<file path="config.mk">
export PLATFORM = sky130hd
export DESIGN_NAME = rsi_div_seq_flat
export DESIGN_NICKNAME = d
export VERILOG_FILES = /design/src/rtl/fixed_pkg.sv /design/src/rtl/rsi_div_seq_if.sv /design/src/rtl/udiv_restoring.sv /design/src/rtl/rsi_div_seq.sv /design/src/flat_wrapper.sv
export SDC_FILE = /design/constraint.sdc
export NUM_CORES = 1
export LEC_CHECK = 0
export BUFFER_PORTS_ARGS = -buffer_cell sky130_fd_sc_hd__buf_4
export CORE_UTILIZATION = 30
export DETAILED_ROUTE_END_ITERATION = 10
export SYNTH_ARGS = -nofsm -noshare
export SYNTH_HDL_FRONTEND = slang
export SYNTH_SLANG_ARGS = --single-unit
</file>
<file path="constraint.sdc">
create_clock -name i_clk -period 5.5 [get_ports i_clk]
set_input_delay 0.275 -clock i_clk [delete_from_list [all_inputs] [get_ports i_clk]]
set_output_delay 0.275 -clock i_clk [all_outputs]
set_load 0.01 [all_outputs]
</file>
<file path="src/rtl/fixed_pkg.sv">
// Fixed-point types, RSI FSM state encoding and Q-format constant helper for the RSI path.
package fixed_pkg;

  typedef logic [15:0] uq8_8_t;

  typedef enum logic [1:0] {IDLE, DIV, DONE} rsi_state_t;

  function automatic logic [63:0] hundred_q(input int unsigned fw);
    return 64'd100 << fw;
  endfunction

endpackage

</file>
<file path="src/rtl/rsi_div_seq_if.sv">
// RS-in / RSI-out valid/ready bus; flags exist only when RSI_THRESH_EN is defined.
interface rsi_div_seq_if #(
  parameter int W    = 16,
  parameter int TAGW = 4
);
  logic            i_rs_valid;
  logic            o_rs_ready;
  logic [W-1:0]    i_rs_scaled;
  logic [TAGW-1:0] i_tag;
  logic            o_rsi_valid;
  logic            i_rsi_ready;
  logic [W-1:0]    o_rsi_scaled;
  logic [TAGW-1:0] o_tag;
`ifdef RSI_THRESH_EN
  logic            o_overbought;
  logic            o_oversold;

  modport slave (
    input  i_rs_valid, i_rs_scaled, i_tag, i_rsi_ready,
    output o_rs_ready, o_rsi_valid, o_rsi_scaled, o_tag, o_overbought, o_oversold
  );
  modport master (
    output i_rs_valid, i_rs_scaled, i_tag, i_rsi_ready,
    input  o_rs_ready, o_rsi_valid, o_rsi_scaled, o_tag, o_overbought, o_oversold
  );
`else
  modport slave (
    input  i_rs_valid, i_rs_scaled, i_tag, i_rsi_ready,
    output o_rs_ready, o_rsi_valid, o_rsi_scaled, o_tag
  );
  modport master (
    output i_rs_valid, i_rs_scaled, i_tag, i_rsi_ready,
    input  o_rs_ready, o_rsi_valid, o_rsi_scaled, o_tag
  );
`endif
endinterface

</file>
<file path="src/rtl/udiv_restoring.sv">
// Unsigned restoring divider, one quotient bit per cycle for QW cycles after start.
// done is high in the final iteration cycle; quo is the complete quotient while done is high.
module udiv_restoring #(
  parameter int NW = 23,
  parameter int DW = 17,
  parameter int QW = 16
) (
  input  logic          clk,
  input  logic          rst,
  input  logic          start,
  input  logic [NW-1:0] dividend,
  input  logic [DW-1:0] divisor,
  output logic          done,
  output logic [QW-1:0] quo
);
  localparam int CW = (QW > 1) ? $clog2(QW) : 1;

  logic          busy;
  logic [CW-1:0] cnt;
  logic [DW-1:0] dvs;
  logic [DW-1:0] rem;
  logic [DW-1:0] rem_nxt;
  logic [QW-1:0] num_lo;
  logic [QW-1:0] q;
  logic [DW:0]   trial;
  logic          ge;

  // Upper dividend bits start as the remainder; caller guarantees they are below the divisor.
  always_comb begin
    trial   = {rem, num_lo[QW-1]};
    ge      = (trial >= {1'b0, dvs});
    rem_nxt = ge ? DW'(trial - {1'b0, dvs}) : trial[DW-1:0];
  end

  assign quo  = {q[QW-2:0], ge};
  assign done = busy && (cnt == '0);

  always_ff @(posedge clk or posedge rst) begin
    if (rst) begin
      busy   <= 1'b0;
      cnt    <= '0;
      dvs    <= '0;
      rem    <= '0;
      num_lo <= '0;
      q      <= '0;
    end else if (start) begin
      busy   <= 1'b1;
      cnt    <= CW'(QW - 1);
      dvs    <= divisor;
      rem    <= DW'(dividend[NW-1:QW]);
      num_lo <= dividend[QW-1:0];
      q      <= '0;
    end else if (busy) begin
      rem    <= rem_nxt;
      num_lo <= {num_lo[QW-2:0], 1'b0};
      q      <= quo;
      cnt    <= cnt - CW'(1);
      if (cnt == '0) busy <= 1'b0;
    end
  end

endmodule

</file>
<file path="src/rtl/rsi_div_seq.sv">
// RSI = 100 - 100/(1+RS) via sequential divide; result valid W+1 cycles after accept, held until taken.
// Input ready only in IDLE; optional registered overbought/oversold flags under RSI_THRESH_EN.
module rsi_div_seq
  import fixed_pkg::*;
#(
  parameter int G_IW   = 8,
  parameter int G_FW   = 8,
  parameter int G_TAGW = 4
`ifdef RSI_THRESH_EN
  ,
  parameter int G_OB   = 70,
  parameter int G_OS   = 30
`endif
) (
  input  logic           i_clk,
  input  logic           i_rst,
  rsi_div_seq_if.slave   bus
);
  localparam int W  = G_IW + G_FW;
  localparam int DW = W + 1;
  localparam int NW = 7 + 2 * G_FW;
  localparam logic [W-1:0]  HUNDRED = W'(hundred_q(G_FW));
  localparam logic [NW-1:0] NUM0    = NW'(hundred_q(2 * G_FW));

  rsi_state_t        state;
  rsi_state_t        state_nxt;
  logic              accept;
  logic              start;
  logic              div_done;
  logic              commit;
  logic [W-1:0]      quo;
  logic [W-1:0]      rsi_nxt;
  logic [DW-1:0]     denom;
  logic [W-1:0]      rsi_q;
  logic [G_TAGW-1:0] tag_q;

  assign bus.o_rs_ready  = (state == IDLE) && !i_rst;
  assign accept          = bus.i_rs_valid && bus.o_rs_ready;
  assign denom           = (DW'(1) << G_FW) + DW'(bus.i_rs_scaled);
  assign commit          = (state == DIV) && div_done;
  assign rsi_nxt         = HUNDRED - quo;

  assign bus.o_rsi_valid  = (state == DONE);
  assign bus.o_rsi_scaled = rsi_q;
  assign bus.o_tag        = tag_q;

  udiv_restoring #(
    .NW (NW),
    .DW (DW),
    .QW (W)
  ) u_div (
    .clk      (i_clk),
    .rst      (i_rst),
    .start    (start),
    .dividend (NUM0),
    .divisor  (denom),
    .done     (div_done),
    .quo      (quo)
  );

  always_comb begin
    state_nxt = state;
    start     = 1'b0;
    case (state)
      IDLE: if (accept) begin
        state_nxt = DIV;
        start     = 1'b1;
      end
      DIV:  if (div_done) state_nxt = DONE;
      DONE: if (bus.i_rsi_ready) state_nxt = IDLE;
      default: state_nxt = IDLE;
    endcase
  end

  always_ff @(posedge i_clk or posedge i_rst) begin
    if (i_rst) begin
      state <= IDLE;
      rsi_q <= '0;
      tag_q <= '0;
    end else begin
      state <= state_nxt;
      if (accept) tag_q <= bus.i_tag;
      if (commit) rsi_q <= rsi_nxt;
    end
  end

`ifdef RSI_THRESH_EN
  localparam logic [W-1:0] OB_Q = W'(G_OB) << G_FW;
  localparam logic [W-1:0] OS_Q = W'(G_OS) << G_FW;

  logic ob_q;
  logic os_q;

  always_ff @(posedge i_clk or posedge i_rst) begin
    if (i_rst) begin
      ob_q <= 1'b0;
      os_q <= 1'b0;
    end else if (commit) begin
      ob_q <= (rsi_nxt >= OB_Q);
      os_q <= (rsi_nxt <= OS_Q);
    end
  end

  assign bus.o_overbought = ob_q;
  assign bus.o_oversold   = os_q;
`endif

endmodule

</file>
<file path="src/flat_wrapper.sv">
// flat-port wrapper written by rule: the top's interface ports become plain ports
module rsi_div_seq_flat import fixed_pkg::*;
#(
  parameter int G_IW   = 8,
  parameter int G_FW   = 8,
  parameter int G_TAGW = 4

)
  (i_clk, i_rst, bus_i_rs_valid, bus_i_rs_scaled, bus_i_tag, bus_i_rsi_ready, bus_o_rs_ready, bus_o_rsi_valid, bus_o_rsi_scaled, bus_o_tag);
  rsi_div_seq_if #(.W(((8) + (8))), .TAGW((4))) bus_i ();
  input  logic i_clk;
  input  logic i_rst;
  input wire logic [$bits(bus_i.i_rs_valid)-1:0] bus_i_rs_valid;
  input wire logic [$bits(bus_i.i_rs_scaled)-1:0] bus_i_rs_scaled;
  input wire logic [$bits(bus_i.i_tag)-1:0] bus_i_tag;
  input wire logic [$bits(bus_i.i_rsi_ready)-1:0] bus_i_rsi_ready;
  output wire logic [$bits(bus_i.o_rs_ready)-1:0] bus_o_rs_ready;
  output wire logic [$bits(bus_i.o_rsi_valid)-1:0] bus_o_rsi_valid;
  output wire logic [$bits(bus_i.o_rsi_scaled)-1:0] bus_o_rsi_scaled;
  output wire logic [$bits(bus_i.o_tag)-1:0] bus_o_tag;
  assign bus_i.i_rs_valid = bus_i_rs_valid;
  assign bus_i.i_rs_scaled = bus_i_rs_scaled;
  assign bus_i.i_tag = bus_i_tag;
  assign bus_i.i_rsi_ready = bus_i_rsi_ready;
  assign bus_o_rs_ready = bus_i.o_rs_ready;
  assign bus_o_rsi_valid = bus_i.o_rsi_valid;
  assign bus_o_rsi_scaled = bus_i.o_rsi_scaled;
  assign bus_o_tag = bus_i.o_tag;
  rsi_div_seq #(.G_IW(G_IW), .G_FW(G_FW), .G_TAGW(G_TAGW)) u_core (.i_clk(i_clk), .i_rst(i_rst), .bus(bus_i));
endmodule
</file>
==> results.json <==
{
  "routed_wl_mm": 9.41,
  "grt_pass1_vias": 3381,
  "nNetsFinal": 565,
  "synth_edf_count": 0,
  "io_pins": 46,
  "drive_gt1_share_pct": 14.1,
  "outcome": "finished, final reports clean",
  "switching_share_pct": 42.4,
  "synthToLayoutAreaGrowth_pct": 18.5,
  "cts_buffers": 9,
  "hold_buffers": 0,
  "place.gp.congestion": 0.738,
  "post_cts_buffers": 0,
  "cts-root-buf": "clkbuf_16",
  "cts.sinks": 76,
  "synth_seq_cells": 76,
  "antennaDiodeCount": 0,
  "syn_inst": 484,
  "tightest_slew_ps": 1080,
  "rsz0062_at_grt": "false",
  "clock_latency_ps": 340,
  "coreArea_um2": 14000,
  "numPlacedInstances": 688,
  "regArea_um2": 1900,
  "layout_common_cells": "dfrtp_1, nand2_1, o21ai_0, buf_4, nor2_1",
  "final_common_cell": "dfrtp_1",
  "cts-htree-levels": 3,
  "port_buffers": 45,
  "ys_seq_area_share_pct": 43.8,
  "syn_avg_cell_area_um2": 8.96,
  "dieArea_um2": 14900,
  "final_cells": 704,
  "p_leak_uw": 0.00241,
  "vias": 3414,
  "syn_nets": 530,
  "holdWs_ps": 122,
  "ys_types": 53,
  "critPathCaptureType": "flop",
  "critPathLaunchType": "flop",
  "die_h_um": 122,
  "grt_pass1_wl_mm": 16.1,
  "avgViaCountPerCell": 4.85,
  "min_path_type": "input port to flop",
  "setup_viol": 0,
  "fin_skew_ps": 6.27,
  "seq_power_share_pct": 29.8,
  "setup-tns-final_ps": 0,
  "synth.top_cell.area_share_pct": 43.8,
  "num-fill-cells": 1442,
  "path_class": "flop to flop",
  "drt-initial-drc-count": 139,
  "pwr_density_cell_nw_per_um2": 707,
  "rows": 43,
  "post-synth-top-area-cell": "dfrtp_1",
  "firstDrtPassIters": 4,
  "wl_per_cell_um": 13.4,
  "drtAntennaViolNets": 0,
  "cp_data_required_time_ps": 5690,
  "cts_resized": 0,
  "crit_fanout": 26,
  "fmaxAchievable_ghz": 0.271,
  "final_max_slew_viol_count": 0,
  "slew_headroom_pct": 27.9,
  "synth-main-ff-cell": "dfrtp_1",
  "drv_cap": 0,
  "finalCritPeriodShare_pct": 67.2,
  "route.detailed.drc": 0,
  "clk_transition_reported_paths_ps": 60,
  "multi_input_area_um2": 2220,
  "cts_buffer_depth": 2,
  "arrival_ps": 3890,
  "yosysWarningCount": 0,
  "hpwl_mm": 6.38,
  "p_sw_uw": 1540,
  "clockPowerShare_pct": 17.8,
  "vdd_drop_max_uv": 235,
  "grt_max_degree": 77,
  "grtUsageTotal_pct": 13.7,
  "hold_viol": 0,
  "post-route-min-period_ps": 3700,
  "die_w_um": 122,
  "intPower_uw": 2090,
  "overflow": 0,
  "tritoncts": "done",
  "initial_core_util_pct": 31.0,
  "async_flop_share_pct": 100,
  "synth_area_leaders": "dfrtp_1, nand2_1, ha_1",
  "synth_area_um2": 4340,
  "antenna_found_initial": 0,
  "combPwrFrac_pct": 52.4
}
==> per-stage QoR <==
stage	instance area, um2	utilization, %	setup slack (ps)	power, uW
6_report	5140	36.8	1800	3640
2_1_floorplan	4340	-	2330	2530
3_5_place_dp	4810	34.4	1800	2970
4_1_cts	5140	36.8	1800	3660
3_3_place_gp	4810	34.4	1870	2920
5_1_grt	5140	36.8	1480	3970
==> layer usage <==
layer / GRT usage (%) / part of all wire (%) / wire (um)
met1: 17.8 / 48 / 4520
met5: 0 / 0 / 0
met2: 21.9 / 47 / 4410
met4: 7.55 / 2.2 / 204
met3: 2.18 / 2.9 / 274
==> worst paths after layout <==
check | startpoint | to | slack (ps) | cells after the start
worst max-delay path | u_core.u_div.rem[6]$_DFFE_PP0P_ | u_core.bus.o_rsi_scaled[14]$_DFFE_PP0P_ | 1800 | 14
min in group asynchronous | i_rst | u_core.state[1]$_DFFE_PP0P_ | 240 | 3
worst max register to register | u_core.u_div.rem[6]$_DFFE_PP0P_ | u_core.bus.o_rsi_scaled[14]$_DFFE_PP0P_ | 1800 | 14
worst min register to register | u_core.u_div.dvs[13]$_DFFE_PP0P_ | u_core.u_div.dvs[13]$_DFFE_PP0P_ | 480 | 2
max in group asynchronous | i_rst | u_core.u_div.busy$_DFF_PP0_ | 4590 | 3
worst min-delay path | bus_i_tag[3] | u_core.bus.o_tag[3]$_DFFE_PP0P_ | 120 | 3
==> power groups by stage <==
| stage | Clock, uW | Sequential (uW) | Combinational (uW) |
|---|---|---|---|
| final | 647 | 1080 | 1900 |
| after global placement | 0 | 1080 | 1850 |
| after CTS | 660 | 1090 | 1910 |
| after global routing | 684 | 1130 | 2160 |
| after detailed placement | 0 | 1090 | 1880 |
| after floorplan | 0 | 1020 | 1500 |
==> synth_stat cells, types with 2 or more instances <==
cell type,instances
a211oi_1,5
a21boi_0,3
a21o_1,3
a21oi_1,27
a31o_2,2
a31oi_1,3
and2_1,3
and3_1,3
and4_1,2
buf_2,2
buf_4,3
clkbuf_1,17
dfrtp_1,76
ha_1,21
inv_1,31
mux2_2,2
mux2i_1,16
nand2_1,74
nand2b_1,10
nand3_1,12
nand3b_1,2
nor2_1,40
nor2b_1,2
nor3_1,8
nor4_2,2
o211ai_1,4
o21a_1,2
o21ai_0,47
o21ai_1,3
o31ai_1,2
or3_1,6
xnor2_1,17
xor2_1,14
==> cell type report <==
cell class | instances | area share [%]
multi-input cells | 354 | 43.1
flip-flops and latches | 76 | 37.0
repair buffers | 46 | 6.72
clock buffers | 11 | 4.72
well taps | 180 | 4.38
inverters | 32 | 2.38
clock inverters | 5 | 1.65
==> sequential cells by signal, summed over array words and instances (netlist names) <==
| signal | cells |
|---|---|
| u_core.u_div.q | 15 |
| u_core.state | 2 |
| u_core.u_div.rem | 17 |
| u_core.u_div.dvs | 17 |
| u_core.u_div.busy | 1 |
| u_core.bus.o_rsi_scaled | 16 |
| u_core.bus.o_tag | 4 |
| u_core.u_div.cnt | 4 |
==> cells by family after synthesis <==
family                     count (synthesis)  synth area share, %
and+or+nand+nor                          170                 18.1
AOI/OAI and AO/OA                        113                 16.1
DFF                                       76                 43.8
buffers and inverters                     54                 5.05
xor gates and xnor gates                  31                 6.26
adders and majority gates                 22                 6.52
muxes                                     18                 4.21
==> critical path, stage by stage, from the launching register on <==
cell,delay [ps]
dfrtp_1,390
ha_1,370
a21oi_1,190
o21ai_1,110
and2_1,170
o41a_1,440
or2_1,460
inv_4,330
ha_1,260
nand3b_1,130
a21oi_1,250
inv_1,60
o21ai_0,180
xnor2_1,140
o21ai_1,70
No activity file was read; power rests on OpenSTA's default activity.
